[config.mk]
export PLATFORM = sky130hd
export DESIGN_NAME = piso_shift_reg
export DESIGN_NICKNAME = d
export VERILOG_FILES = /design/src/rtl/piso_shift_reg.sv
export SDC_FILE = /design/constraint.sdc
export NUM_CORES = 1
export LEC_CHECK = 0
export CAP_MARGIN = 20
export CORE_AREA = 4 4 41 43
export DETAILED_ROUTE_END_ITERATION = 6
export DIE_AREA = 0 0 45 47
export PLACE_DENSITY_LB_ADDON = 0.15
export SLEW_MARGIN = 25
export SYNTH_ARGS = -nofsm -noshare
export SYNTH_HDL_FRONTEND = slang
export SYNTH_SLANG_ARGS = --single-unit
[constraint.sdc]
create_clock -name clk -period 2.52 [get_ports clk]
set_clock_uncertainty 0.1 [all_clocks]
set_input_delay 0.252 -clock clk [delete_from_list [all_inputs] [get_ports clk]]
set_output_delay 0.252 -clock clk [all_outputs]
set_load 0.05 [all_outputs]
[src/rtl/piso_shift_reg.sv]
// Parallel-in serial-out shifter: word accepted at edge k appears as bits in cycles k+1..k+WIDTH.
// Backpressure: ready only in IDLE or on the last bit of a word; load while not ready is dropped.
module piso_shift_reg #(
    parameter int WIDTH     = 4,
    parameter bit MSB_FIRST = 1'b1
) (
    input  logic             clk,
    input  logic             rst,
    input  logic             load,
    input  logic [WIDTH-1:0] pdata,
    output logic             ready,
    output logic             dout,
    output logic             dout_bar,
    output logic             dout_valid,
    output logic             frame_start,
    output logic             last_bit
);

    localparam int CW = (WIDTH > 2) ? $clog2(WIDTH) : 1;
    localparam logic [CW-1:0] CNT_LAST = CW'(WIDTH - 1);

    typedef enum logic {IDLE, SHIFT} state_t;

    state_t           state_q, state_d;
    logic [WIDTH-1:0] shreg_q, shreg_d;
    logic [CW-1:0]    cnt_q, cnt_d;
    logic [WIDTH-1:0] shreg_shifted;
    logic             at_last;
    logic             accept;
    logic             out_bit;

    always_ff @(posedge clk) begin
        if (rst) begin
            state_q <= IDLE;
            shreg_q <= '0;
            cnt_q   <= '0;
        end else begin
            state_q <= state_d;
            shreg_q <= shreg_d;
            cnt_q   <= cnt_d;
        end
    end

    assign at_last = (cnt_q == CNT_LAST);
    assign ready   = (state_q == IDLE) || at_last;
    assign accept  = load && ready;

    // Shift toward the output end, zero-filling the vacated bit.
    assign shreg_shifted = MSB_FIRST ? {shreg_q[WIDTH-2:0], 1'b0}
                                     : {1'b0, shreg_q[WIDTH-1:1]};
    assign out_bit       = MSB_FIRST ? shreg_q[WIDTH-1] : shreg_q[0];

    always_comb begin
        state_d = state_q;
        shreg_d = shreg_q;
        cnt_d   = cnt_q;
        case (state_q)
            IDLE: begin
                if (accept) begin
                    shreg_d = pdata;
                    cnt_d   = '0;
                    state_d = SHIFT;
                end
            end
            SHIFT: begin
                if (at_last) begin
                    cnt_d = '0;
                    if (load) begin
                        // Reload on the final bit keeps the stream gapless.
                        shreg_d = pdata;
                    end else begin
                        shreg_d = shreg_shifted;
                        state_d = IDLE;
                    end
                end else begin
                    shreg_d = shreg_shifted;
                    cnt_d   = cnt_q + CW'(1);
                end
            end
            default: state_d = IDLE;
        endcase
    end

    assign dout_valid  = (state_q == SHIFT);
    assign dout        = dout_valid && out_bit;
    assign dout_bar    = ~dout;
    assign frame_start = dout_valid && (cnt_q == '0);
    assign last_bit    = dout_valid && at_last;

endmodule
# After elaboration in Yosys (flattened, before gate mapping)
# Cells that the tools add are included.
word_totals:
  out_inout_bits: 6
  register_bits: 7
  wordCells: 25
op_classes:
  n_mux: 11
  n_eq_ne: 2
  bitwise_logic: 2
  addsub: 1
  n_reduce_logical: 6
op_table:
  columns: ["operator", "count"]
  rows:
  - ["two-way mux 4 bit", 3]
  - ["case mux 4 bit (2 select lines)", 1]
  - ["logical AND 1 bit", 4]
  - ["two-way mux 2 bit", 2]
  - ["case mux 2 bit (2 select lines)", 1]
  - ["two-way mux 1 bit", 3]
  - ["adder 2 x 1 -> 2 bit (second input constant)", 1]
  - ["== test 2 bit (second input constant)", 1]
  - ["logical NOT 2 bit", 1]
  - ["inequality test 2 bit (second input constant)", 1]
  - ["NOT 1 bit", 2]
  - ["case mux 1 bit (2 select lines)", 1]
  - ["logical OR 1 bit", 1]

# Depth between registers and ports, before layout
# Gate-level depths: netlist (run 1).
depth:
  ltp_word: 5
  depth_mapped: 5
  depth_no_buf: 4

# Worst setup path before layout (run 1)
# No wires, ideal clock.
synth_path:
  kind: "register to output"
  from: "register state_q (netlist: dout_valid)"
  to: "output port dout"
  path_buffers: 1
  setup_slack_ns: 0.600
  arrival_time_ns: 1.568
  stages_incl_launch_ff: 4
  required_ns: 2.168
  cell_sequence: "dfxtp_1 -> buf_6 -> nand2_1 -> inv_1"
synth_via:
  elab_chain_len: 1
synth_lines:
  columns: ["element", "line_no", "source"]
  rows:
  - ["start, declared", "24", "state_t state_q, state_d;"]
  - ["start signal, assigned", "38", "state_q <= state_d;"]
  - ["logical AND 1 bit", "85", "assign dout = dout_valid && out_bit;"]
  - ["end, declared", "12", "output logic dout,"]
# No other way between the ends.

# Worst setup path after layout (run 1)
layout_path:
  from: "register cnt_q[0]"
  to: "output port last_bit"
layout_via:
  elab_chain_len: 2
layout_lines:
  columns: ["element", "line_no", "source"]
  rows:
  - ["start, declared", "26", "logic [CW-1:0] cnt_q, cnt_d;"]
  - ["start signal, assigned", "40", "cnt_q <= cnt_d;"]
  - ["== test 2 bit", "44", "assign at_last = (cnt_q == CNT_LAST);"]
  - ["logical AND 1 bit", "88", "assign last_bit = dout_valid && at_last;"]
  - ["end, declared", "16", "output logic last_bit"]
# No other way between the ends.

==> results of run 1 <==
[cell type report]
cell class	count	share of cell area, %
Timing Repair Buffer	12	22.2
Multi-Input combinational cell	29	40.9
Sequential cell	7	25.9
Clock buffer	4	4.85
Tap cell	15	3.46
Inverter	4	2.77
[flip-flops by register name (all words and copies together) (netlist names)]
name	count
shreg_q	4
cnt_q	2
dout_valid	1
[cell usage in the layout, fill, tap and decap left out, drive strengths merged]
| cell | n |
|---|---|
| a211oi | 3 |
| dfxtp | 7 |
| nand2 | 1 |
| clkbuf | 4 |
| nor3b | 1 |
| and2 | 2 |
| and2b | 1 |
| o21a | 1 |
| inv | 4 |
| nand3 | 1 |
| ha | 3 |
| a21oi | 2 |
| a21boi | 1 |
| clkdlybuf4s50 | 12 |
| or2 | 1 |
| mux2i | 5 |
| nor2 | 6 |
| or2b | 1 |
[tightest hold or removal path, stage by stage, from the launching register on]
cell and delay (ps):
sky130_fd_sc_hd__dfxtp_1 310, sky130_fd_sc_hd__nor2_1 100, sky130_fd_sc_hd__a211oi_1 50
[final timing paths]
kind	cells past startpoint	slack (ps)	to
worst max-delay path	3	320	last_bit
worst min-delay path	2	400	shreg_q[3]
worst max register to register	3	1160	shreg_q[3]
worst min register to register	2	400	shreg_q[3]
[per-layer routing]
layer	GRT usage (%)	vias up
met2	10.2	11
met5	0	-
met1	10.5	134
met3	2.30	2
li1	-	168
met4	7.02	0
[power by group through the flow]
stage	logic (uW)	registers [uW]	clock network, uW
CTS	68.2	126	105
global placement	68.3	128	0
floorplan	43.2	129	0
global route	72.5	127	112
finish	67.5	126	101
detailed placement	68.1	129	0
[through the flow]
| step | setup slack (ps) | cells |
|---|---|---|
| 4_1_cts | 298 | 71 |
| 5_1_grt | 248 | 71 |
| 3_3_place_gp | 588 | 67 |
| 2_1_floorplan | 600 | 42 |
| 3_5_place_dp | 565 | 67 |
| 6_report | 321 | 71 |
[logic make-up after synthesis]
group / after synthesis
AND/OR/NAND/NOR: 14
AO/OA/AOI/OAI: 7
flip-flops: 7
adder cells (fa/ha/maj): 3
buffers and inverters: 6
multiplexers: 5
==> Flow_metrics.wiki, run 1 <==
{| class="wikitable"
! Metric !! Value
|-
| All-layer global routing usage || under 10%
|-
| Sum of met3 wire segment lengths after detailed routing || around 48 um
|-
| Area of combinational cells with multiple inputs || approximately 220 um2
|-
| Mapped Cells || 42
|-
| Final worst path period share || slightly below 90%
|-
| Simple-gate share of the synthesized area || 19.1%
|-
| Pin count of the biggest net entering global routing || 12
|-
| Area of the die || 0.00212 mm2
|-
| CTS tree || done
|-
| Layout area overhead || 37.9%
|-
| Average detailed-routed wire length per instance || around 10 um
|-
| Largest family of logic cells by synthesized area || simple AND/OR/NAND/NOR gates
|-
| Tot Pwr || roughly 300 uW
|-
| Top sig layer || met4
|-
| Result of the run || finished, final reports clean
|-
| Post-cts sizing count || 0
|-
| Cell area after synthesis || between 300 and 400 um2
|-
| Total number of yosys warnings || 0
|-
| GRT overflow || 0
|-
| Post-synth top flop || sky130_fd_sc_hd__dfxtp_1
|-
| Met1 layer wirelength in the final routing || around 370 um
|-
| Detail Placement HPWL || between 500 and 600 um
|-
| Number of unique standard cell types used by synthesis || 18
|-
| Minimum hold slack || a little over 400 ps
|-
| Height of the chip || 47 um
|-
| Initial core utilization || ~30%
|-
| HP Class || flop to flop
|-
| Peak clock frequency supported by timing || around 450 MHz
|-
| Most frequent cell after synthesis || sky130_fd_sc_hd__dfxtp_1
|-
| Fraction of layout instances using a drive strength above 1 || between 10% and 20%
|-
| Power per cell area || 543 mW/mm2
|-
| Critical Path Start || cnt_q[0]
|-
| Setup violation total in the final timing report || 0
|-
| CTS Root Cell || sky130_fd_sc_hd__clkbuf_4
|-
| Max VDD drop || 236 uV
|-
| Most common library cells after synthesis || 7 x sky130_fd_sc_hd__dfxtp_1, 6 x sky130_fd_sc_hd__nor2_1, 5 x sky130_fd_sc_hd__mux2i_1
|-
| Worst reg2reg startpoint || dout_valid
|-
| Total negative setup slack || 0 ps
|-
| Shortest period the worst path allows || about 2200 ps
|-
| Routability congestion estimate || ~0.61
|-
| Slew at the pin closest to its max-slew limit || roughly 500 ps
|-
| Clock sink count || 7
|-
| Quantity of hold-fixing buffers added after cts || 0
|-
| Total met2 wirelength after detailed routing || around 290 um
|-
| Post-place instance area || 515 um2
|-
| Crit path max-delay cell type || sky130_fd_sc_hd__clkdlybuf4s50_1
|-
| Proportion of synthesized flip-flops having asynchronous set or reset || 0%
|-
| Mux cell area share after synthesis || 12.7%
|-
| Inserted Clock Buffers || 3
|-
| Insertion delay of the later-clocked pin in the worst-skew pair || about 250 ps
|-
| Via count || between 300 and 400
|-
| Max capacitance violation total || 0
|-
| Total number of H-tree levels || 1
|-
| Min-Delay Startpoint || shreg_q[3]
|-
| Mean area per synthesized cell || roughly 9.4 um2
|-
| Number of I/O pins || 13
|-
| Remaining antenna violation count after routing || 0
|-
| Cell accounting for the most synthesized area || sky130_fd_sc_hd__dfxtp_1
|-
| Relative slew margins || roughly two thirds
|-
| Fraction of the mapped netlist area in compound gates || between 10% and 20%
|-
| Comb pwr share || 22.9%
|-
| Wire length reported by the detailed router || 713 um
|-
| Number of synthesized register bits || 7
|-
| Net switching component of the power || ~84 uW
|-
| Element type at the critical path end || output port
|-
| Filler cell count in the final layout || 150
|-
| Via count of the first global-routing pass || 297
|-
| Final design area excluding fillers || 542 um2
|-
| Dominant cells by area after synthesis || sky130_fd_sc_hd__dfxtp_1 36%, sky130_fd_sc_hd__mux2i_1 13%, sky130_fd_sc_hd__ha_1 9.6%, sky130_fd_sc_hd__a211oi_1 5.7%, sky130_fd_sc_hd__nor2_1 5.7%
|-
| Final hold violations || 0
|-
| Data arrival time of the worst path || about 1900 ps
|-
| DRC violations left || 0
|-
| Sequential share of the synthesized area || a little over a third
|-
| Syn Nets || 52
|-
| Leakage component of the power || 0.000232 uW
|-
| Critical path's largest stage delay || 790 ps
|-
| Chip width || 45 um
|-
| Initial DRC count || 1
|-
| Nets@finish || between 60 and 70
|-
| Crit path launch type || flop
|-
| Initial antenna violation count || 0
|-
| Total setup buffers inserted after CTS || 0
|-
| Fraction of power spent switching nets || between 20% and 30%
|-
| Wire length of the first global-routing pass || 1.17 mm
|-
| Site row count || 13
|-
| Sequential Power Share || a little over two fifths
|-
| Number of diodes || 0
|-
| Endpoint required time on the critical path || about 2200 ps
|-
| Core Util, Final || roughly two fifths
|-
| Critical path type || flop to output port
|-
| First-pass detailed-route iteration total || 2
|-
| Clock network fraction of design power || between 30% and 40%
|-
| Xor and xnor area share after synthesis || 0%
|-
| Number of enable flip-flop cells after synthesis || 0
|-
| Maximum clock path buffer count || 2
|-
| Critical-path maximum fanout || 4
|-
| Storage cell area || approximately 140 um2
|-
| Port buffer count || 12
|-
| Synth top area share || a little over a third
|-
| Setup repair after global routing missed its margin || false
|-
| Via density || between 4 and 5
|-
| Clock-pin slew on the worst setup and hold paths || 50 ps
|-
| Slew Limit Fails || 0
|-
| Critical-path cell list || ha_1, and2_2, clkdlybuf4s50_1
|-
| Floorplan core area || 0.00130 mm2
|-
| Crit path buf inv count || 1
|-
| Adder-cell share of the synthesized area || 9.55%
|-
| Kind of cell with the highest combined delay on the critical path || buffers and inverters
|-
| Pint || roughly 210 uW
|}
No activity file was read; power rests on OpenSTA's default activity.
==> inputs of run 2 (changes only) <==
--- a/config.mk
+++ b/config.mk
@@ -6,9 +6,11 @@
 export NUM_CORES = 1
 export LEC_CHECK = 0
 export CAP_MARGIN = 20
-export CORE_AREA = 4 4 41 43
+export CELL_PAD_IN_SITES_DETAIL_PLACEMENT = 2
+export CELL_PAD_IN_SITES_GLOBAL_PLACEMENT = 2
+export CORE_MARGIN = 4
+export CORE_UTILIZATION = 26
 export DETAILED_ROUTE_END_ITERATION = 6
-export DIE_AREA = 0 0 45 47
 export PLACE_DENSITY_LB_ADDON = 0.15
 export SLEW_MARGIN = 25
 export SYNTH_ARGS = -nofsm -noshare
==> run 2 against run 1 <==
Sequential cell count is the same. Via count grew 5.1%. Sequential share of layout area is the same. Highest routed layer is now met3. Critical path depth is the same. Cell count is the same. Largest power group unchanged. Count of clock-buffer cells in the layout is the same.
==> Flow_metrics.wiki, run 2 (same netlist as run 1, synthesis figures left out) <==
{| class="wikitable"
! Metric !! Value
|-
| Fraction of layout instances using a drive strength above 1 || 10.7% (unchanged)
|-
| Min-Delay Startpoint || shreg_q[3] (unchanged)
|-
| Floorplan core area || 0.00137 mm2 (was 0.00130 mm2)
|-
| DRC violations left || 0 (unchanged)
|-
| Quantity of hold-fixing buffers added after cts || 0 (unchanged)
|-
| Wire length reported by the detailed router || 948 um (was 713 um)
|-
| Port buffer count || 12 (unchanged)
|-
| Depth of the most critical reg-to-reg path || 4 (was 3)
|-
| Detail Placement HPWL || 780 um (was 562 um)
|-
| Nets@finish || 67 (unchanged)
|-
| Flip-flop count of the largest register, all copies and words added || 4 (unchanged)
|-
| Area of combinational cells with multiple inputs || 221 um2 (unchanged)
|-
| Layout area overhead || 37.9% (unchanged)
|-
| Storage cell area || 140 um2 (unchanged)
|-
| Crit path launch type || flop (unchanged)
|-
| Critical-path maximum fanout || 4 (unchanged)
|-
| Filler cell count in the final layout || 168 (was 150)
|-
| Worst-case register-to-register setup slack || 1100 ps (was 1160 ps)
|-
| Remaining antenna violation count after routing || 0 (unchanged)
|-
| GRT overflow || 0 (unchanged)
|-
| Inserted Clock Buffers || 3 (unchanged)
|-
| RR Endpoint || shreg_q[2] (was shreg_q[3])
|-
| Pin count of the biggest net entering global routing || 12 (unchanged)
|-
| Initial antenna violation count || 0 (unchanged)
|-
| Initial DRC count || 1 (unchanged)
|-
| HP Class || flop to flop (unchanged)
|-
| CTS Root Cell || sky130_fd_sc_hd__clkbuf_4 (unchanged)
|-
| Leakage component of the power || 0.000232 uW (unchanged)
|-
| Max VDD drop || 297 uV (was 236 uV)
|-
| All-layer global routing usage || 10.4% (was 7.91%)
|-
| Element type at the critical path end || output port (unchanged)
|-
| Routability congestion estimate || 0.709 (was 0.605)
|-
| Area of the die || 0.00220 mm2 (was 0.00212 mm2)
|-
| Top library cells by usage in the layout, fill and taps aside || 12 x sky130_fd_sc_hd__clkdlybuf4s50_1, 7 x sky130_fd_sc_hd__dfxtp_1, 6 x sky130_fd_sc_hd__nor2_1, 5 x sky130_fd_sc_hd__mux2i_1, 4 x sky130_fd_sc_hd__inv_1 (unchanged)
|-
| Height of the chip || 46.9 um (was 47 um)
|-
| Via density || 4.66 (was 4.44)
|-
| Worst reg2reg startpoint || cnt_q[0] (was dout_valid)
|-
| Via count || 331 (was 315)
|-
| Worst Hold Path EP || shreg_q[3] (unchanged)
|-
| Top register by number of flip-flops || shreg_q (unchanged)
|-
| Commonest non-fill, non-tap cell in the layout || sky130_fd_sc_hd__clkdlybuf4s50_1 (unchanged)
|-
| Setup violation total in the final timing report || 0 (unchanged)
|-
| Slew Limit Fails || 0 (unchanged)
|-
| Minimum hold slack || 402 ps (was 404 ps)
|-
| Total negative setup slack || 0 ps (unchanged)
|-
| Cells on Worst Hold Path || 2 (unchanged)
|-
| Maximum clock path buffer count || 2 (unchanged)
|-
| Number of I/O pins || 13 (unchanged)
|-
| Final design area excluding fillers || 542 um2 (unchanged)
|-
| Shortest period the worst path allows || 2260 ps (was 2200 ps)
|-
| Max capacitance violation total || 0 (unchanged)
|-
| Data arrival time of the worst path || 1900 ps (was 1850 ps)
|-
| Chip width || 46.9 um (was 45 um)
|-
| Post-place instance area || 515 um2 (unchanged)
|-
| Number of diodes || 0 (unchanged)
|-
| Clock-pin slew on the worst setup and hold paths || 50 ps (about the same)
|-
| Peak clock frequency supported by timing || 443 MHz (was 455 MHz)
|-
| Post-cts sizing count || 0 (unchanged)
|-
| Site row count || 13 (unchanged)
|-
| Result of the run || finished, final reports clean (unchanged)
|-
| First-pass detailed-route iteration total || 2 (unchanged)
|-
| Wire length of the first global-routing pass || 1.57 mm (was 1.17 mm)
|-
| Relative slew margins || 65.8% (was 66.9%)
|-
| Insertion delay of the later-clocked pin in the worst-skew pair || 250 ps (about the same)
|-
| Critical path type || flop to output port (unchanged)
|-
| Endpoint required time on the critical path || 2170 ps (about the same)
|-
| Power per cell area || 543 mW/mm2 (about the same)
|-
| Setup repair after global routing missed its margin || false (unchanged)
|-
| Via count of the first global-routing pass || 377 (was 297)
|-
| CTS tree || done (unchanged)
|-
| Final hold violations || 0 (unchanged)
|-
| Clock sink count || 7 (unchanged)
|-
| Final worst path period share || 89.5% (was 87.3%)
|-
| Average detailed-routed wire length per instance || 13.4 um (was 10.0 um)
|-
| Initial core utilization || 28.8% (was 30.2%)
|-
| Slew at the pin closest to its max-slew limit || 512 ps (was 495 ps)
|-
| Total number of H-tree levels || 1 (unchanged)
|-
| Total setup buffers inserted after CTS || 0 (unchanged)
|}
[run 2: cell counts in the layout (fill, tap and decap cells not counted)]
Identical to the previous run, type by type.
[run 2: final cells by class]
| type | count | share of cell area, % |
|---|---|---|
| inverter | 4 | 2.77 |
| tap | 15 | 3.46 |
| multi-input combinational | 29 | 40.9 |
| timing repair buffer | 12 | 22.2 |
| clock buffer | 4 | 4.85 |
| sequential | 7 | 25.9 |
[run 2: critical path: stages (launching register included)]
cell and delay, ps:
sky130_fd_sc_hd__dfxtp_1 390, sky130_fd_sc_hd__ha_1 280, sky130_fd_sc_hd__and2_2 180, sky130_fd_sc_hd__clkdlybuf4s50_1 810
[run 2: how the worst max path moves through the flow]
stage	start	to	slack (ps)	cells after the start
floorplan	dout_valid	dout	600	3
global placement	cnt_q[0]	last_bit	580	3
detailed placement	cnt_q[0]	last_bit	520	3
CTS	cnt_q[0]	last_bit	230	3
global route	cnt_q[0]	last_bit	170	3
finish	cnt_q[0]	last_bit	260	3
[run 2: per-layer routing]
metal / global-route usage, % / vias to the layer above / wire length (um)
met4: 1.66 / 0 / 0
met3: 6.13 / 0 / 55
met5: 0 / - / 0
li1: - / 166 / -
met1: 9.40 / 156 / 336
met2: 20.1 / 9 / 556
[run 2: power by group]
group / switching (uW) / internal, uW
Sequential: 7.32 / 119
Combinational: 37.7 / 31.4
Clock: 38.9 / 60.3
Total: 83.9 / 210
[run 2: metrics by stage]
stage	utilization, %	total power, uW	std cells	worst slack, ps
2_1_floorplan	-	172	42	600
3_3_place_gp	37.7	195	67	577
3_5_place_dp	37.7	199	67	515
4_1_cts	39.7	302	71	226
5_1_grt	39.7	313	71	173
6_report	39.7	294	71	263
==> inputs of run 3 (changes only) <==
--- a/config.mk
+++ b/config.mk
@@ -9,8 +9,9 @@
 export CELL_PAD_IN_SITES_DETAIL_PLACEMENT = 2
 export CELL_PAD_IN_SITES_GLOBAL_PLACEMENT = 2
 export CORE_MARGIN = 4
-export CORE_UTILIZATION = 26
+export CORE_UTILIZATION = 24
 export DETAILED_ROUTE_END_ITERATION = 6
+export GPL_TIMING_DRIVEN = 0
 export PLACE_DENSITY_LB_ADDON = 0.15
 export SLEW_MARGIN = 25
 export SYNTH_ARGS = -nofsm -noshare
==> constraint.sdc (replaced) <==
create_clock -name clk -period 2.11 [get_ports clk]
set_clock_uncertainty 0.1 [all_clocks]
set_input_delay 0.211 -clock clk [delete_from_list [all_inputs] [get_ports clk]]
set_output_delay 0.211 -clock clk [all_outputs]
set_load 0.05 [all_outputs]
==> run 3 against run 2 <==
Via count is 0.30% higher. Count of clock-buffer cells in the layout stayed put. Cell count is 4.2% higher. Critical endpoint is now ready. Highest routed layer is now met4.
==> Flow_metrics.wiki, run 3 (same netlist as run 1, synthesis figures left out) <==
{| class="wikitable"
! Metric !! Value
|-
| All-layer global routing usage || 8.39% (was 10.4%)
|-
| Critical-path maximum fanout || 4 (unchanged)
|-
| Total setup buffers inserted after CTS || 0 (unchanged)
|-
| Filler cell count in the final layout || 179 (was 168)
|-
| Min-Delay Startpoint || shreg_q[3] (unchanged)
|-
| Worst-case register-to-register setup slack || 710 ps (was 1100 ps)
|-
| Layout area overhead || 41.7% (was 37.9%)
|-
| Via density || 4.49 (was 4.66)
|-
| Via count || 332 (was 331)
|-
| Max VDD drop || 245 uV (was 297 uV)
|-
| Total number of H-tree levels || 1 (unchanged)
|-
| Final worst path period share || between 90% and 100%
|-
| Quantity of hold-fixing buffers added after cts || 0 (unchanged)
|-
| Leakage component of the power || 0.000249 uW (was 0.000232 uW)
|-
| Depth of the most critical reg-to-reg path || 4 (unchanged)
|-
| Initial DRC count || 0 (was 1)
|-
| Slew Limit Fails || 0 (unchanged)
|-
| Initial core utilization || 25.8% (was 28.8%)
|-
| Average detailed-routed wire length per instance || 12.5 um (was 13.4 um)
|-
| Crit path buf inv count || 1 (unchanged)
|-
| GRT overflow || 0 (unchanged)
|-
| Element type at the critical path end || output port (unchanged)
|-
| Number of diodes || 0 (unchanged)
|-
| Site row count || 14 (was 13)
|-
| Worst Hold Path EP || shreg_q[3] (unchanged)
|-
| Core Util, Final || 36.5% (was 39.7%)
|-
| Crit path launch type || flop (unchanged)
|-
| Clock-pin slew on the worst setup and hold paths || 60 ps (was 50 ps)
|-
| First-pass detailed-route iteration total || 1 (was 2)
|-
| Data arrival time of the worst path || 1740 ps (was 1900 ps)
|-
| Critical path's largest stage delay || 700 ps (was 810 ps)
|-
| Cells on Worst Hold Path || 2 (unchanged)
|-
| Initial antenna violation count || 0 (unchanged)
|-
| Max capacitance violation total || 0 (unchanged)
|-
| Setup repair after global routing missed its margin || false (unchanged)
|-
| Top register by number of flip-flops || shreg_q (unchanged)
|-
| Crit path max-delay cell type || sky130_fd_sc_hd__clkdlybuf4s50_1 (unchanged)
|-
| Remaining antenna violation count after routing || 0 (unchanged)
|-
| Floorplan core area || 0.00152 mm2 (was 0.00137 mm2)
|-
| CTS tree || done (unchanged)
|-
| HP Class || flop to flop (unchanged)
|-
| Total negative setup slack || 0 ps (unchanged)
|-
| Detail Placement HPWL || 740 um (was 780 um)
|-
| Flip-flop count of the largest register, all copies and words added || 4 (unchanged)
|-
| Number of I/O pins || 13 (unchanged)
|-
| Critical path type || flop to output port (unchanged)
|-
| Result of the run || finished, final reports clean (unchanged)
|-
| Top library cells by usage in the layout, fill and taps aside || 10 x sky130_fd_sc_hd__clkdlybuf4s50_1, 7 x sky130_fd_sc_hd__dfxtp_1, 6 x sky130_fd_sc_hd__nor2_1, 5 x sky130_fd_sc_hd__mux2i_1, 4 x sky130_fd_sc_hd__inv_1 (was 12 x sky130_fd_sc_hd__clkdlybuf4s50_1, 7 x sky130_fd_sc_hd__dfxtp_1, 6 x sky130_fd_sc_hd__nor2_1, 5 x sky130_fd_sc_hd__mux2i_1, 4 x sky130_fd_sc_hd__inv_1)
|-
| Peak clock frequency supported by timing || 487 MHz
|-
| Final hold violations || 0 (unchanged)
|-
| Chip width || 48.5 um (was 46.9 um)
|-
| Fraction of layout instances using a drive strength above 1 || 13.8% (was 10.7%)
|-
| Critical-path cell list || ha_1, or2b_1, clkdlybuf4s50_1 (was ha_1, and2_2, clkdlybuf4s50_1)
|-
| RR Endpoint || shreg_q[2] (unchanged)
|-
| Height of the chip || 48.5 um (was 46.9 um)
|-
| Wire length reported by the detailed router || 925 um (was 948 um)
|-
| Via count of the first global-routing pass || 365 (was 377)
|-
| Setup violation total in the final timing report || 0 (unchanged)
|-
| CTS Root Cell || sky130_fd_sc_hd__clkbuf_4 (unchanged)
|-
| Worst reg2reg startpoint || cnt_q[0] (unchanged)
|-
| Shortest period the worst path allows || 2050 ps
|-
| Pin count of the biggest net entering global routing || 11 (was 12)
|-
| Maximum clock path buffer count || 2 (unchanged)
|-
| Inserted Clock Buffers || 3 (unchanged)
|-
| Tot Pwr || 359 uW (was 294 uW)
|-
| Insertion delay of the later-clocked pin in the worst-skew pair || 250 ps (about the same)
|-
| Area of the die || 0.00235 mm2 (was 0.00220 mm2)
|-
| Kind of cell with the highest combined delay on the critical path || buffers and inverters (unchanged)
|-
| Post-cts sizing count || 2 (was 0)
|-
| Relative slew margins || 66.9% (was 65.8%)
|-
| Wire length of the first global-routing pass || 1.46 mm (was 1.57 mm)
|-
| Endpoint required time on the critical path || 1800 ps (was 2170 ps)
|-
| Port buffer count || 12 (unchanged)
|-
| Nets@finish || 69 (was 67)
|-
| Minimum hold slack || 404 ps (was 402 ps)
|-
| DRC violations left || 0 (unchanged)
|-
| Power per cell area || 645 mW/mm2 (was 543 mW/mm2)
|-
| Slew at the pin closest to its max-slew limit || 495 ps (was 512 ps)
|-
| Commonest non-fill, non-tap cell in the layout || sky130_fd_sc_hd__clkdlybuf4s50_1 (unchanged)
|-
| Clock sink count || 7 (unchanged)
|-
| Routability congestion estimate || 0.696 (was 0.709)
|}
run 3: metrics by stage:
step	worst slack, ps	instance area, um2	instances
2_1_floorplan	231	393	42
3_3_place_gp	176	533	70
3_5_place_dp	125	533	70
4_1_cts	43.8	557	74
5_1_grt	9.23	557	74
6_report	58.0	557	74
run 3: worst max path at each step:
| stage | endpoint | depth (start not counted) | start |
|---|---|---|---|
| floorplan | dout | 3 | dout_valid |
| global placement | last_bit | 3 | cnt_q[0] |
| detailed placement | last_bit | 3 | cnt_q[0] |
| CTS | ready | 3 | cnt_q[0] |
| global route | ready | 3 | cnt_q[0] |
| finish | ready | 3 | cnt_q[0] |
run 3: routing by layer:
metal | GRT usage (%) | up-vias | share of wire (%)
li1 | - | 172 | -
met1 | 8.80 | 144 | 45
met2 | 12.4 | 14 | 45
met3 | 4.29 | 2 | 7.8
met4 | 6.73 | 0 | 2.1
met5 | 0 | - | 0
run 3: tightest hold or removal path, delay by kind of cell, from the launching register on:
family           cells  cell delay (ps)
flip-flops           1              310
AND/OR/NAND/NOR      1              100
AO/OA/AOI/OAI        1               50
run 3: final cells by class:
cell class / instances / area [um2] / area share, %
multi-input combinational: 29 / 221 / 39.8
sequential: 7 / 140 / 25.2
timing repair buffer: 12 / 118 / 21.1
clock buffer: 4 / 26.3 / 4.72
tap: 16 / 20.0 / 3.60
buffer: 2 / 16.3 / 2.92
inverter: 4 / 15.0 / 2.70
run 3: power by group:
part | internal [uW] | switching [uW] | total (uW)
Clock | 72.3 | 50.6 | 123
Sequential | 142 | 6.46 | 148
Combinational | 39.9 | 47.9 | 87.8
Total | 254 | 105 | 359
